$ cat src/rtl/mips_pkg.sv
// Shared MIPS opcode constants, IDEX pipeline record and destination-register decode.
package mips_pkg;

   localparam logic [5:0] ALUop   = 6'h00;
   localparam logic [5:0] Jop     = 6'h02;
   localparam logic [5:0] JALop   = 6'h03;
   localparam logic [5:0] ADD_IMM = 6'h08;
   localparam logic [5:0] LW      = 6'h23;
   localparam logic [5:0] SW      = 6'h2B;

   localparam logic [31:0] NOP      = 32'h0000_0000;
   localparam logic [4:0]  REG_ZERO = 5'd0;
   localparam logic [4:0]  REG_RA   = 5'd31;

   typedef struct packed {
      logic        valid;
      logic [31:0] ir;
      logic [31:0] pc;
      logic [31:0] a;
      logic [31:0] b;
   } idex_t;

   localparam idex_t IDEX_BUBBLE = '{valid: 1'b0, ir: NOP, pc: '0, a: '0, b: '0};

   // Register 0 doubles as "no destination", so hazard logic never needs a separate flag.
   function automatic logic [4:0] dest_reg(input logic [5:0] op, input logic [4:0] rt,
                                           input logic [4:0] rd);
      case (op)
         ALUop:       dest_reg = rd;
         LW, ADD_IMM: dest_reg = rt;
         JALop:       dest_reg = REG_RA;
         SW, Jop:     dest_reg = REG_ZERO;
         default:     dest_reg = REG_ZERO;
      endcase
   endfunction

endpackage

$ cat src/rtl/idex_hazard.sv
// Load-use interlock: decodes the IDEX destination and compares it against the decode sources.
// With MIPS_FWD_EN only loads interlock; otherwise every writing instruction does.
module idex_hazard
   import mips_pkg::*;
(
   input  logic       ex_valid,
   input  logic [5:0] idex_op,
   input  logic [4:0] idex_rt,
   input  logic [4:0] idex_rd,
   input  logic       id_valid,
   input  logic [4:0] id_rs,
   input  logic [4:0] id_rt,
   output logic       stall
);

   logic [4:0] dest;
   logic       writer_ok;

   assign dest = dest_reg(idex_op, idex_rt, idex_rd);

`ifdef MIPS_FWD_EN
   assign writer_ok = (idex_op == LW);
`else
   // A non-zero destination already implies a writing opcode.
   assign writer_ok = 1'b1;
`endif

   assign stall = ex_valid & id_valid & writer_ok & (dest != REG_ZERO)
                & ((dest == id_rs) | (dest == id_rt));

endmodule

$ cat src/rtl/idex_stage.sv
// ID/EX pipeline register with load-use bubble insertion, flush and backpressure.
// Optional feature macro: MIPS_FWD_EN adds EX/MEM operand forwarding and the exmem_* ports.
module idex_stage
   import mips_pkg::*;
(
   input  logic        clk,
   input  logic        rst_n,
   input  logic        id_valid,
   input  logic [31:0] id_ir,
   input  logic [31:0] id_pc,
   input  logic [31:0] id_a,
   input  logic [31:0] id_b,
   input  logic        ex_ready,
   input  logic        flush,
`ifdef MIPS_FWD_EN
   input  logic [4:0]  exmem_rd,
   input  logic        exmem_wr,
   input  logic [31:0] exmem_res,
`endif
   output logic        id_ready,
   output logic        ex_valid,
   output logic [31:0] idex_ir,
   output logic [31:0] idex_pc,
   output logic [31:0] idex_a,
   output logic [31:0] idex_b,
   output logic [5:0]  op,
   output logic [5:0]  aop,
   output logic        stall
);

   idex_t       idex_reg;
   idex_t       idex_next;
   logic [31:0] opnd_id  [2];
   logic [31:0] opnd_sel [2];

   assign opnd_id[0] = id_a;
   assign opnd_id[1] = id_b;

`ifdef MIPS_FWD_EN
   logic [4:0] opnd_src [2];
   assign opnd_src[0] = id_ir[25:21];
   assign opnd_src[1] = id_ir[20:16];
`endif

   genvar gi;
   generate
      for (gi = 0; gi < 2; gi++) begin : g_opnd
`ifdef MIPS_FWD_EN
         assign opnd_sel[gi] = (exmem_wr && (exmem_rd != REG_ZERO) && (exmem_rd == opnd_src[gi]))
                             ? exmem_res : opnd_id[gi];
`else
         assign opnd_sel[gi] = opnd_id[gi];
`endif
      end
   endgenerate

   idex_hazard u_hazard (
      .ex_valid (idex_reg.valid),
      .idex_op  (idex_reg.ir[31:26]),
      .idex_rt  (idex_reg.ir[20:16]),
      .idex_rd  (idex_reg.ir[15:11]),
      .id_valid (id_valid),
      .id_rs    (id_ir[25:21]),
      .id_rt    (id_ir[20:16]),
      .stall    (stall)
   );

   assign id_ready = ex_ready & ~stall;

   // A stalled or flushed accept still advances EX, so a bubble goes in behind it.
   always_comb begin
      idex_next = idex_reg;
      if (ex_ready) begin
         if (flush || stall) begin
            idex_next = IDEX_BUBBLE;
         end else begin
            idex_next.valid = id_valid;
            idex_next.ir    = id_ir;
            idex_next.pc    = id_pc;
            idex_next.a     = opnd_sel[0];
            idex_next.b     = opnd_sel[1];
         end
      end
   end

   always_ff @(posedge clk or negedge rst_n) begin
      if (!rst_n) begin
         idex_reg <= IDEX_BUBBLE;
      end else begin
         idex_reg <= idex_next;
      end
   end

   assign ex_valid = idex_reg.valid;
   assign idex_ir  = idex_reg.ir;
   assign idex_pc  = idex_reg.pc;
   assign idex_a   = idex_reg.a;
   assign idex_b   = idex_reg.b;
   assign op       = idex_reg.ir[31:26];
   assign aop      = idex_reg.ir[5:0];

endmodule

$ cat config.mk
export PLATFORM = sky130hd
export DESIGN_NAME = idex_stage
export DESIGN_NICKNAME = d
export VERILOG_FILES = /design/src/rtl/mips_pkg.sv /design/src/rtl/idex_hazard.sv /design/src/rtl/idex_stage.sv
export SDC_FILE = /design/constraint.sdc
export NUM_CORES = 1
export LEC_CHECK = 0
export BUFFER_PORTS_ARGS = -buffer_cell sky130_fd_sc_hd__buf_4
export CAP_MARGIN = 5
export CORE_UTILIZATION = 25
export CTS_BUF_LIST = sky130_fd_sc_hd__clkbuf_2
export CTS_CLUSTER_SIZE = 14
export DETAILED_ROUTE_END_ITERATION = 10
export HOLD_SLACK_MARGIN = 0.15
export SYNTH_ARGS = -nofsm -noshare
export SYNTH_HDL_FRONTEND = slang
export SYNTH_SLANG_ARGS = --single-unit
$ cat constraint.sdc
create_clock -name clk -period 3.19 [get_ports clk]
set_clock_uncertainty 0.15 [all_clocks]
set_input_delay 0.319 -clock clk [delete_from_list [all_inputs] [get_ports clk]]
set_output_delay 0.319 -clock clk [all_outputs]
set_load 0.03 [all_outputs]
==> summary.txt, run 1 <==
Worst setup path
  – Crit path arrival time: 2.94 ns
  – Crit Reg-Reg Endpoint: idex_ir[10]
  – Worst reg2reg path depth: 12
  – Worst path buffer plus inverter count: 4
  – Biggest cell delay along the critical path: 0.54 ns
  – Setup slack on the worst flop-to-flop path: 0.13 ns
  – Critical Path RT: 2.72 ns
  – Crit path max-delay cell type: sky130_fd_sc_hd__or4b_4
  – Start-to-end type of the worst setup path: reg -> out
  – Kind of cell adding the most delay to the critical path: simple AND/OR/NAND/NOR gates
  – Maximum fanout along the worst path: 6
  – Nature of the critical path startpoint: flip-flop
  – Cell mode on critical path: sky130_fd_sc_hd__buf_6
  – CP Cell Sequence: or4b_4 -> a211oi_4 -> buf_6 -> buf_6 -> a2bb2oi_4 -> xor2_1 -> nand2_1 -> o22ai_4 -> buf_12 -> nor2_4 -> buf_6
  – Type of element capturing the critical path: primary output
  – Worst reg2reg path startpoint: idex_ir[26]

Route
  – Number of design rule violations left after detail routing: 0
  – DR pass1 iterations: 4
  – DR vias/cell: 4.71
  – Routed Antenna Nets: 0
  – WL/cell: 17.6 um
  – Post-detailed-routing wire length: 22.5 mm
  – Number of DRC violations after detailed-routing iteration 0: 441
  – Via count of the routed design: 6021

Clocking
  – Total number of clock tree sinks: 129
  – Clock-pin slew on the worst setup and hold paths: 0.23 ns
  – Insertion delay of the later-clocked pin in the worst-skew pair: 0.66 ns
  – CTS H-Tree Depth: 4
  – Clock tree from TritonCTS: yes
  – Number of CTS-inserted buffers: 17
  – Root Buffer Master: sky130_fd_sc_hd__clkbuf_2
  – Buffer levels on the longest clock path: 2

Floorplan
  – I/O pin cnt: 276
  – Chip Width: 164 um
  – Cell Rows: 58
  – Starting Density: 25.7%
  – Core outline area: 25400 um^2
  – Floorplan die area: 26800 um^2
  – Height of the chip: 164 um

Logic synthesis
  – Mean cell area of the mapped netlist: 13.2 um^2
  – Sequential share of the synthesized area: 49.5%
  – Async SR Flop Fraction: 100%
  – Post-synthesis instance area: 6530 um^2
  – Cell types with the largest area share after synthesis: sky130_fd_sc_hd__dfrtp_1 (49%), sky130_fd_sc_hd__o2bb2ai_2 (21%), sky130_fd_sc_hd__nand3b_1 (14%)
  – Net count of the mapped netlist: 628
  – Most used flip-flop cell after synthesis: sky130_fd_sc_hd__dfrtp_1
  – Library cells used by synthesis: 25
  – Mapped Cells: 495
  – Post-synth top area share: 49.5%
  – Yosys top cell by area: sky130_fd_sc_hd__dfrtp_1
  – Most frequent cells after synthesis: sky130_fd_sc_hd__dfrtp_1 (129), sky130_fd_sc_hd__nand3b_1 (118), sky130_fd_sc_hd__o2bb2ai_2 (90)
  – Most common cell in the synthesized netlist: sky130_fd_sc_hd__dfrtp_1
  – Number of warnings issued by yosys: 0
  – Synthesized flop and latch total: 129
  – Number of enable flip-flop cells after synthesis: 0

Global route
  – Number of global-route vias before repair: 6378
  – Total global-route track usage: 16.5%
  – Wire length of the first global-routing pass: 34.6 mm
  – Overflow left after global routing: 0
  – Largest net degree at the start of global routing: 75
  – Initial antenna violation count: 0

Outcome
  – Failing checks: setup timing
  – Result of the run: complete, but fails checks

Placed design
  – Dpl hpwl: 13.4 mm
  – Number of buffer cells added on primary ports: 275
  – Routability cong.: 0.824
  – Placed insts: 1048
  – Placement-stage cell area: 8830 um^2

STA
  – Highest attainable clock frequency: 293 MHz
  – Unrepaired setup endpoints after global routing: true
  – Number of hold violations in the final report: 0
  – Setup-failing EPs final: 2
  – Slew Limit Fails: 0
  – Final worst-path cycle share: 107%
  – Worst slew slack as a fraction of its limit: 50.3%
  – Worst Tran Pin Value: 0.743 ns
  – Least setup slack across all paths after layout: -0.220 ns
  – Hold slack final: 0.286 ns
  – Shortest period the worst path allows: 3.41 ns

Layout
  – Number of standard cells in the final layout excluding fillers: 1277
  – Layout-stage area growth over the synthesis result: 71.1%
  – Diode insertion count for antenna repair: 0
  – Post-route cell area: 11200 um^2
  – Final net count: 1070
  – Share of layout cells above drive strength 1: 45.2%
  – Fin util: 44.0%

Worst hold path
  – Number of cells traversed by the worst hold path: 4
  – Worst hold-check path type: in -> reg
  – Worst hold path startpoint: id_ir[18]
  – Hold EP: idex_ir[18]

Power
  – Total power per unit cell area: 369 nW/um^2
  – Static Leak: 4.70 nW
  – Tot Pwr: 4.12 mW
  – Maximum resistive drop on vdd: 0.171 mV

Job
  – Max cap viols: 0
-- cell families after synthesis --
kind of cell | after synthesis | share of synthesized area (%)
AOI/OAI and AO/OA | 145 | 27.9
xor gates and xnor gates | 10 | 1.34
buffers and inverters | 69 | 5.89
DFF | 129 | 49.5
and+or+nand+nor | 142 | 15.4
-- registers in the layout, summed over array words and instances (netlist names) --
register / count
idex_pc: 32
idex_a: 32
idex_ir: 32
ex_valid: 1
idex_b: 32
-- worst max-delay path by stage --
stage | start | end | cells past startpoint
floorplan | idex_ir[31] | id_ready | 8
global route | idex_ir[26] | id_ready | 11
finish | idex_ir[26] | id_ready | 11
CTS | idex_ir[26] | id_ready | 11
global placement | idex_ir[31] | id_ready | 9
detailed placement | idex_ir[31] | idex_b[4] | 9
-- area by class of cell --
type                            count  area (um^2)
Sequential cell                   129         3230
Inverter                            1         8.76
Clock buffer                       17         85.1
Multi-Input combinational cell    297         3010
Timing Repair Buffer              491         4300
Fill cell                        2334        14200
Tap cell                          330          413
Clock inverter                     12          121
-- worst register-to-register path: stages, from the launching register on --
cell and delay (ns):
sky130_fd_sc_hd__dfrtp_1 0.41, sky130_fd_sc_hd__or4b_4 0.54, sky130_fd_sc_hd__a211oi_4 0.21, sky130_fd_sc_hd__buf_6 0.18, sky130_fd_sc_hd__buf_6 0.11, sky130_fd_sc_hd__a2bb2oi_4 0.05, sky130_fd_sc_hd__xor2_1 0.17, sky130_fd_sc_hd__nand2_1 0.12
sky130_fd_sc_hd__o22ai_4 0.22, sky130_fd_sc_hd__buf_12 0.14, sky130_fd_sc_hd__buf_4 0.12, sky130_fd_sc_hd__o2bb2ai_1 0.06, sky130_fd_sc_hd__dlygate4sd3_1 0.55
-- what timing repair did --
item,in CTS,in global routing
endpoints found under the setup margin,2,51
endpoints found under the hold margin,258,3
pin swaps,8,4
cloned,0,1
setup buffers,7,0
resized for setup,14,3
hold buffers,189,3
-- metal layers --
metal	track usage, %	part of all wire, %	vias to the layer above
met5	0	0	-
met4	4.29	1.3	0
met3	4.32	6.2	21
met2	27.5	49	224
met1	21.0	44	3022
li1	-	-	2754
-- metrics by stage --
| step | TNS [ns] | worst slack [ns] |
|---|---|---|
| floorplan | 0 | 0.121 |
| global placement | 0 | 0.240 |
| detailed placement | 0 | 0.181 |
| CTS | -0.693 | -0.357 |
| global route | -0.931 | -0.475 |
| finish | -0.419 | -0.220 |
-- power breakdown --
group	total (mW)	switching, mW	internal [mW]
clock network	0.983	0.648	0.335
logic	1.27	0.654	0.613
registers	1.87	0.110	1.76
-- placed cells by master (no fill, tap or decap), types with 2 or more instances in the layout --
cell | netlist | layout
sky130_fd_sc_hd__a21oi_1 | 6 | 5
sky130_fd_sc_hd__nor2_1 | 3 | 2
sky130_fd_sc_hd__nand4_1 | 2 | 2
sky130_fd_sc_hd__dlygate4sd3_1 | 0 | 191
sky130_fd_sc_hd__buf_12 | 0 | 5
sky130_fd_sc_hd__nand3b_1 | 118 | 118
sky130_fd_sc_hd__bufinv_16 | 0 | 2
sky130_fd_sc_hd__xnor2_1 | 6 | 6
sky130_fd_sc_hd__o2bb2ai_2 | 90 | 90
sky130_fd_sc_hd__o2bb2ai_4 | 0 | 3
sky130_fd_sc_hd__buf_4 | 12 | 287
sky130_fd_sc_hd__clkinv_1 | 0 | 2
sky130_fd_sc_hd__clkbuf_2 | 0 | 17
sky130_fd_sc_hd__buf_16 | 0 | 2
sky130_fd_sc_hd__dfrtp_1 | 129 | 129
sky130_fd_sc_hd__nand2_1 | 14 | 14
sky130_fd_sc_hd__clkinv_2 | 0 | 3
sky130_fd_sc_hd__xor2_1 | 4 | 4
sky130_fd_sc_hd__buf_6 | 10 | 5
sky130_fd_sc_hd__clkinvlp_4 | 0 | 4
sky130_fd_sc_hd__o2bb2ai_1 | 42 | 39
(Power assumes the default switching activity.)
==> run 2: changes to the inputs <==
Settings changed: ABC_AREA from default to 1, SYNTH_HIERARCHICAL from default to 1.
==> run 2 against run 1 <==
The flow now finishes without violations. Largest power group unchanged. Cell area up 2.9%. Sequential share of layout area shrank 0.77 points. Power grew 3.5%.
==> summary.txt, run 2 <==
Logic synthesis
  – Most common cell in the synthesized netlist: sky130_fd_sc_hd__nand2_1
  – Synthesized flop and latch total: 129 (unchanged)
  – Sequential share of the synthesized area: 50.7% (+1.2 points)
  – Most used flip-flop cell after synthesis: sky130_fd_sc_hd__dfrtp_1
  – Async SR Flop Fraction: 100% (unchanged)
  – Cell types with the largest area share after synthesis: sky130_fd_sc_hd__dfrtp_1 (51%), sky130_fd_sc_hd__nand2_1 (25%), sky130_fd_sc_hd__inv_1 (8.6%)
  – Number of enable flip-flop cells after synthesis: 0 (unchanged)
  – Library cells used by synthesis: 17 (-32%)
  – Number of warnings issued by yosys: 6 (+6)
  – Yosys top cell by area: sky130_fd_sc_hd__dfrtp_1
  – Mapped Cells: 916 (+85%)
  – Post-synth top area share: 50.7% (+1.2 points)
  – Net count of the mapped netlist: 1049 (+67%)
  – Mean cell area of the mapped netlist: 6.95 um^2 (-47%)
  – Post-synthesis instance area: 6370 um^2 (-2.5%)
  – Most frequent cells after synthesis: sky130_fd_sc_hd__nand2_1 (416), sky130_fd_sc_hd__inv_1 (146), sky130_fd_sc_hd__nor2_1 (145)

Route
  – DR vias/cell: 4.17 (-12%)
  – DR pass1 iterations: 4 (unchanged)
  – WL/cell: 13.0 um (-26%)
  – Amount of wire on met3 after detailed routing: 1.43 mm (+2.4%)
  – Number of DRC violations after detailed-routing iteration 0: 350 (-21%)
  – Post-detailed-routing wire length: 22.9 mm (+1.8%)
  – Routed Antenna Nets: 0 (unchanged)
  – Top routing layer used: met4
  – Via count of the routed design: 7338 (+22%)
  – Number of design rule violations left after detail routing: 0 (unchanged)
  – Met1 wire length: 9.50 mm (-3.0%)
  – Detail Route met2 WL: 11.1 mm (+1.2%)

STA
  – Unrepaired setup endpoints after global routing: true
  – Final worst-path cycle share: 95.3% (-12 points)
  – Worst Tran Pin Value: 0.695 ns (-0.0484 ns)
  – Hold slack final: 0.299 ns (+0.0124 ns)
  – Slew Limit Fails: 0 (unchanged)
  – Highest attainable clock frequency: 329 MHz (+12%)
  – Shortest period the worst path allows: 3.04 ns (-0.368 ns)
  – Number of hold violations in the final report: 0 (unchanged)
  – Worst slew slack as a fraction of its limit: 53.7% (+3.4 points)
  – Setup-failing EPs final: 0 (-2)

Worst hold path
  – Worst hold-check path type: in -> reg

Layout
  – Fin util: 45.8% (+1.8 points)
  – Share of layout cells above drive strength 1: 24.6% (-21 points)
  – Most common cell after layout, fill and taps aside: sky130_fd_sc_hd__nand2_1
  – Layout-stage area growth over the synthesis result: 80.6%
  – Final net count: 1549 (+45%)
  – Commonest cells after routing, fill and taps aside: sky130_fd_sc_hd__nand2_1 (411), sky130_fd_sc_hd__buf_4 (283), sky130_fd_sc_hd__dlygate4sd3_1 (242)

Clocking
  – Number of CTS-inserted buffers: 17 (unchanged)
  – CTS H-Tree Depth: 4 (unchanged)
  – Total number of clock tree sinks: 129 (unchanged)
  – Clock-pin slew on the worst setup and hold paths: 0.23 ns (about the same)
  – Insertion delay of the later-clocked pin in the worst-skew pair: 0.68 ns (+0.02 ns)
  – Root Buffer Master: sky130_fd_sc_hd__clkbuf_2
  – Clock tree from TritonCTS: yes
  – Buffer levels on the longest clock path: 2 (unchanged)

Power
  – Total power per unit cell area: 371 nW/um^2 (+0.53%)
  – Maximum resistive drop on vdd: 0.207 mV (+21%)
  – Static Leak: 6.75 nW (+43%)

Global route
  – Largest net degree at the start of global routing: 66 (-12%)
  – Number of global-route vias before repair: 7589 (+19%)
  – Initial antenna violation count: 1 (+1)
  – Overflow left after global routing: 0 (unchanged)
  – Total global-route track usage: 17.6% (+1.1 points)
  – Wire length of the first global-routing pass: 36.6 mm (+5.8%)

Worst setup path
  – Critical Path RT: 2.72 ns (about the same)
  – Crit path arrival time: 2.57 ns (-0.37 ns)
  – Type of element capturing the critical path: primary output
  – Maximum fanout along the worst path: 5 (-1)
  – Start-to-end type of the worst setup path: reg -> out
  – Nature of the critical path startpoint: flip-flop

Floorplan
  – Starting Density: 25.4% (-0.34 points)
  – Chip Width: 162 um (-1.2%)
  – Height of the chip: 162 um (-1.2%)
  – Core outline area: 25100 um^2 (-1.1%)
  – I/O pin cnt: 276 (unchanged)
  – Cell Rows: 58 (unchanged)
  – Floorplan die area: 26100 um^2 (-2.4%)

Placed design
  – Dpl hpwl: 13.2 mm (-0.85%)
  – Routability cong.: 0.879 (+6.7%)
  – Number of buffer cells added on primary ports: 275 (unchanged)

Job
  – Max cap viols: 0 (unchanged)

Outcome
  – Result of the run: finished clean
run 2: cell families (layout without fill, tap and decap cells):
| group | after synthesis | in the layout | share of synthesized area, % |
|---|---|---|---|
| XOR/XNOR | 2 | 2 | 0.275 |
| buffers and inverters | 201 | 714 | 13.8 |
| AO/OA/AOI/OAI | 1 | 1 | 0.0785 |
| AND/OR/NAND/NOR | 583 | 583 | 35.1 |
| flip-flops | 129 | 129 | 50.7 |
| other | 0 | 1 | 0 |
run 2: path summary, 6_finish.rpt:
check | startpoint | end | slack (ns) | cells past startpoint
worst min-delay path | id_pc[10] | idex_pc[10] | 0.30 | 6
worst min register to register | idex_a[3] | idex_a[3] | 0.35 | 2
worst max-delay path | idex_ir[31] | id_ready | 0.15 | 10
min in group asynchronous | rst_n | idex_pc[23] | 0.53 | 4
max in group asynchronous | rst_n | idex_a[1] | 1.99 | 4
worst max register to register | idex_ir[31] | idex_ir[29] | 0.16 | 14
run 2: per-stage QoR:
| stage | setup TNS (ns) | power, mW | instances | setup WS (ns) | instance area, um^2 |
|---|---|---|---|---|---|
| finish | 0 | 4.27 | 1760 | 0.149 | 11500 |
| global route | -0.317 | 4.51 | 1760 | -0.115 | 11500 |
| CTS | 0 | 4.30 | 1755 | 0.0140 | 11400 |
| detailed placement | 0 | 2.92 | 1476 | 0.486 | 8630 |
| global placement | 0 | 2.91 | 1476 | 0.550 | 8630 |
| floorplan | 0 | 2.45 | 916 | 0.480 | 6370 |
run 2: cell type report:
cell class / count / area [um^2]
fill: 2438 / 13600
timing repair buffer: 535 / 4740
sequential: 129 / 3230
multi-input combinational: 586 / 2330
inverter: 147 / 554
tap: 330 / 413
clock inverter: 13 / 138
clock buffer: 19 / 95.1
antenna: 1 / 2.50
run 2: critical path, stage by stage, from the launching register on:
cell,delay [ns]
sky130_fd_sc_hd__dfrtp_2,0.49
sky130_fd_sc_hd__nor2_4,0.14
sky130_fd_sc_hd__nand3_2,0.15
sky130_fd_sc_hd__nor2_1,0.18
sky130_fd_sc_hd__nor2_2,0.07
sky130_fd_sc_hd__nand2_2,0.09
sky130_fd_sc_hd__xnor2_1,0.15
sky130_fd_sc_hd__nand3_1,0.16
sky130_fd_sc_hd__a21oi_4,0.23
sky130_fd_sc_hd__nor2_4,0.07
sky130_fd_sc_hd__buf_6,0.16
run 2: repair_timing:
item | CTS | global route
endpoints found under the setup margin | 2 | 64
hold endpoints to repair | 258 | 0
hold buffers | 243 | 0
pin swaps | 1 | 6
cloned | 0 | 1
buffers inserted | 4 | 3
resized for setup | 6 | 26
run 2: per-layer routing:
layer  vias to the layer above  GRT usage [%]
met4                         0           8.49
met5                         -              0
met2                       235           29.6
li1                       3593              -
met1                      3454           20.6
met3                        56           4.80
run 2: report_power, final:
part / total, mW / internal, mW / switching [mW]
Clock: 1.07 / 0.364 / 0.703
Sequential: 1.85 / 1.76 / 0.0882
Combinational: 1.35 / 0.633 / 0.718
==> run 3: changes to the inputs <==
Settings changed: ABC_AREA 1 to default.
==> run 3 against run 2 <==
The run now ends with setup timing left. Power is 6.8% higher. Cell count is 17% lower. First-iteration DRC count is 25% higher. Clock-buffer cell count is 1 lower. Largest power group unchanged.
==> summary.txt, run 3 <==
Outcome
  – Result of the run: complete, but fails checks
  – Failing checks: setup timing

Worst hold path
  – Worst hold-check path type: in -> reg
  – Hold EP: idex_a[8]
  – Number of cells traversed by the worst hold path: 4 (-2)
  – Worst hold path startpoint: id_a[8]

Placed design
  – Routability cong.: 0.833 (-5.3%)
  – Number of buffer cells added on primary ports: 275 (unchanged)
  – Dpl hpwl: 12.7 mm (-4.5%)
  – Placement-stage cell area: 8860 um^2 (+2.7%)

Power
  – Seq pwr share: 40.7% (-2.7 points)
  – Switching part of the total power: 33.2% (-2.2 points)
  – NetSw: 1.51 mW (+0.27%)
  – Static Leak: 5.39 nW (-20%)
  – Internal portion of total power: 3.05 mW (+10%)
  – Fraction of power consumed by combinational cells: 31.4% (-0.2 points)
  – Clock network fraction of design power: 28.0% (+3.0 points)
  – Maximum resistive drop on vdd: 0.197 mV (-4.6%)
  – Total power per unit cell area: 394 nW/um^2 (+6.1%)

Worst setup path
  – Worst reg2reg path startpoint: idex_ir[26]
  – Crit Reg-Reg Endpoint: idex_a[12]
  – Levels on crit path: 9 (-1)
  – Crit path max-delay cell type: sky130_fd_sc_hd__or4b_4
  – CP Cell Sequence: or4b_4 -> a211oi_4 -> o2bb2ai_2 -> xnor2_1 -> nand4_1 -> o22ai_2 -> buf_6 -> nor2b_4 -> buf_6
  – Setup slack on the worst flop-to-flop path: 0.11 ns (-0.05 ns)
  – Worst reg2reg path depth: 11 (-3)
  – Maximum fanout along the worst path: 5 (unchanged)
  – Cell mode on critical path: sky130_fd_sc_hd__buf_6
  – Start-to-end type of the worst setup path: reg -> out
  – Biggest cell delay along the critical path: 0.56 ns (+0.07 ns)
  – Worst path buffer plus inverter count: 2 (+1)
  – Nature of the critical path startpoint: flip-flop
  – Crit path arrival time: 3.03 ns (+0.46 ns)
  – Kind of cell adding the most delay to the critical path: compound AO/OA/AOI/OAI gates
  – Type of element capturing the critical path: primary output
  – Critical Path RT: 2.72 ns (about the same)

Layout
  – Commonest cells after routing, fill and taps aside: sky130_fd_sc_hd__buf_4 (291), sky130_fd_sc_hd__dlygate4sd3_1 (229), sky130_fd_sc_hd__nand2_1 (131)
  – Area of the multi-input gates: 2370 um^2 (+1.9%)
  – Final net count: 1248 (-19%)
  – Filler cell count: 2319 (-4.9%)
  – Most common cell after layout, fill and taps aside: sky130_fd_sc_hd__buf_4
  – Layout-stage area growth over the synthesis result: 76.6%
  – Share of layout cells above drive strength 1: 41.0% (+16 points)
  – Fin util: 45.5% (-0.34 points)
  – Area occupied by registers: 3230 um^2 (-0.19%)
  – Post-route cell area: 11600 um^2 (+0.69%)

Clocking
  – Clock-pin slew on the worst setup and hold paths: 0.21 ns (-0.02 ns)
  – Total number of clock tree sinks: 129 (unchanged)
  – Buffer levels on the longest clock path: 2 (unchanged)
  – Clock tree from TritonCTS: yes
  – Root Buffer Master: sky130_fd_sc_hd__clkbuf_2
  – CTS H-Tree Depth: 4 (unchanged)
  – Insertion delay of the later-clocked pin in the worst-skew pair: 0.66 ns (-0.02 ns)
  – Number of CTS-inserted buffers: 17 (unchanged)

Floorplan
  – Core outline area: 25500 um^2 (+1.4%)
  – Cell Rows: 58 (unchanged)
  – Chip Width: 164 um (+1.5%)
  – Floorplan die area: 26900 um^2 (+2.9%)
  – I/O pin cnt: 276 (unchanged)
  – Starting Density: 25.7% (+0.38 points)
  – Height of the chip: 164 um (+1.5%)

Logic synthesis
  – Most used flip-flop cell after synthesis: sky130_fd_sc_hd__dfrtp_1
  – Async SR Flop Fraction: 100% (unchanged)
  – Number of warnings issued by yosys: 6 (unchanged)
  – Post-synth top area share: 49.2% (-1.5 points)
  – Net count of the mapped netlist: 749 (-29%)
  – Sequential share of the synthesized area: 49.2% (-1.5 points)
  – Mapped Cells: 616 (-33%)
  – Cell types with the largest area share after synthesis: sky130_fd_sc_hd__dfrtp_1 (49%), sky130_fd_sc_hd__o22ai_2 (21%), sky130_fd_sc_hd__nand2_1 (7.5%)
  – Synthesized flop and latch total: 129 (unchanged)
  – Number of enable flip-flop cells after synthesis: 0 (unchanged)
  – Post-synthesis instance area: 6560 um^2 (+3.0%)
  – Most common cell in the synthesized netlist: sky130_fd_sc_hd__nand2_1
  – Mean cell area of the mapped netlist: 10.6 um^2 (+53%)
  – Yosys top cell by area: sky130_fd_sc_hd__dfrtp_1
  – Most frequent cells after synthesis: sky130_fd_sc_hd__nand2_1 (131), sky130_fd_sc_hd__inv_1 (130), sky130_fd_sc_hd__dfrtp_1 (129)
  – Library cells used by synthesis: 34 (+17)

STA
  – Least setup slack across all paths after layout: -0.310 ns (-0.458 ns)
  – Worst slew slack as a fraction of its limit: 60.7% (+7.0 points)
  – Unrepaired setup endpoints after global routing: true
  – Slew Limit Fails: 0 (unchanged)
  – Worst Tran Pin Value: 0.589 ns (-0.105 ns)
  – Setup-failing EPs final: 2 (+2)
  – Shortest period the worst path allows: 3.50 ns (+0.458 ns)
  – Number of hold violations in the final report: 0 (unchanged)
  – Setup_tns: -0.614 ns (-0.614 ns)
  – Highest attainable clock frequency: 286 MHz (-13%)
  – Final worst-path cycle share: 110% (+14 points)
  – Hold slack final: 0.287 ns (-0.0115 ns)

Global route
  – Total global-route track usage: 15.6% (-2.0 points)
  – Number of global-route vias before repair: 6581 (-13%)
  – Initial antenna violation count: 1 (unchanged)
  – Overflow left after global routing: 0 (unchanged)
  – Wire length of the first global-routing pass: 32.8 mm (-10%)
  – Largest net degree at the start of global routing: 78 (+18%)

Route
  – Via count of the routed design: 6198 (-16%)
  – Post-detailed-routing wire length: 20.6 mm (-9.9%)
  – DR pass1 iterations: 4 (unchanged)
  – Number of design rule violations left after detail routing: 0 (unchanged)
  – Number of DRC violations after detailed-routing iteration 0: 439 (+25%)
  – WL/cell: 14.1 um (+8.7%)
  – Routed Antenna Nets: 0 (unchanged)
  – DR vias/cell: 4.25 (+1.9%)

Job
  – Max cap viols: 0 (unchanged)
==> run 3: cell count changes in the layout (fill, tap and decap cells not counted), sizes merged, moves of 5 or more <==
cell / previous run / this run
o22ai: 0 / 130
buf: 292 / 307
a21oi: 1 / 6
dlygate4sd3: 242 / 229
nor2: 151 / 2
inv: 149 / 131
nand2: 417 / 131
nand3: 14 / 1
==> run 3: final cells by class <==
type                       instances  area share, %
timing repair buffer             536           41.2
sequential                       129           27.9
multi-input combinational        301           20.5
inverter                         130           4.21
tap                              330           3.57
clock inverter                    14           1.84
clock buffer                      18          0.778
antenna                            1         0.0216
==> run 3: worst min-delay path: cells and delay by family <==
kind            cells  cell delay, ns
simple gates        1            0.05
compound gates      1            0.07
buf+inv             2            0.62
==> run 3: metal layers <==
layer	routed length, um	track usage (%)	vias to the layer above	part of all wire, %
met5	0	0	-	0
li1	-	-	2993	-
met2	10500	28.3	212	51
met4	258	4.12	0	1.3
met3	1450	4.77	17	7.0
met1	8410	17.4	2976	41
==> run 3: cell families (layout without fill, tap and decap cells) <==
logic type,count (synthesis),after routing,synth area share [%]
other,0,1,0
and+or+nand+nor,145,145,9.03
buffers and inverters,186,698,15.3
muxes,3,3,0.458
AOI/OAI and AO/OA,147,147,25.1
xor gates and xnor gates,6,6,0.802
DFF,129,129,49.2
==> run 3: worst max path at each step <==
| stage | startpoint | to |
|---|---|---|
| after global routing | idex_ir[26] | id_ready |
| after global placement | idex_ir[31] | idex_a[16] |
| after CTS | idex_ir[27] | id_ready |
| final | idex_ir[26] | id_ready |
| after floorplan | idex_ir[26] | idex_a[0] |
| after detailed placement | idex_ir[29] | idex_pc[2] |
==> run 3: power by group through the flow <==
| stage | sequential [mW] | combinational, mW | clock (mW) |
|---|---|---|---|
| finish | 1.85 | 1.43 | 1.27 |
| global route | 1.87 | 1.53 | 1.39 |
| CTS | 1.85 | 1.42 | 1.34 |
| detailed placement | 1.88 | 1.19 | 0 |
| global placement | 1.88 | 1.18 | 0 |
| floorplan | 2.14 | 0.456 | 0 |
==> run 3: through the flow <==
step	instances	worst slack (ns)	power, mW
5_1_grt	1459	-0.529	4.80
2_1_floorplan	616	0.0207	2.59
3_5_place_dp	1191	0.229	3.07
3_3_place_gp	1191	0.246	3.05
6_report	1459	-0.310	4.56
4_1_cts	1457	-0.425	4.61
==> run 3: timing repair <==
action	in CTS	in global routing
setup endpoints to repair	2	2
resized for setup	9	1
hold buffers	230	0
pin swaps	4	6
endpoints found under the hold margin	258	0
buffers inserted	4	1
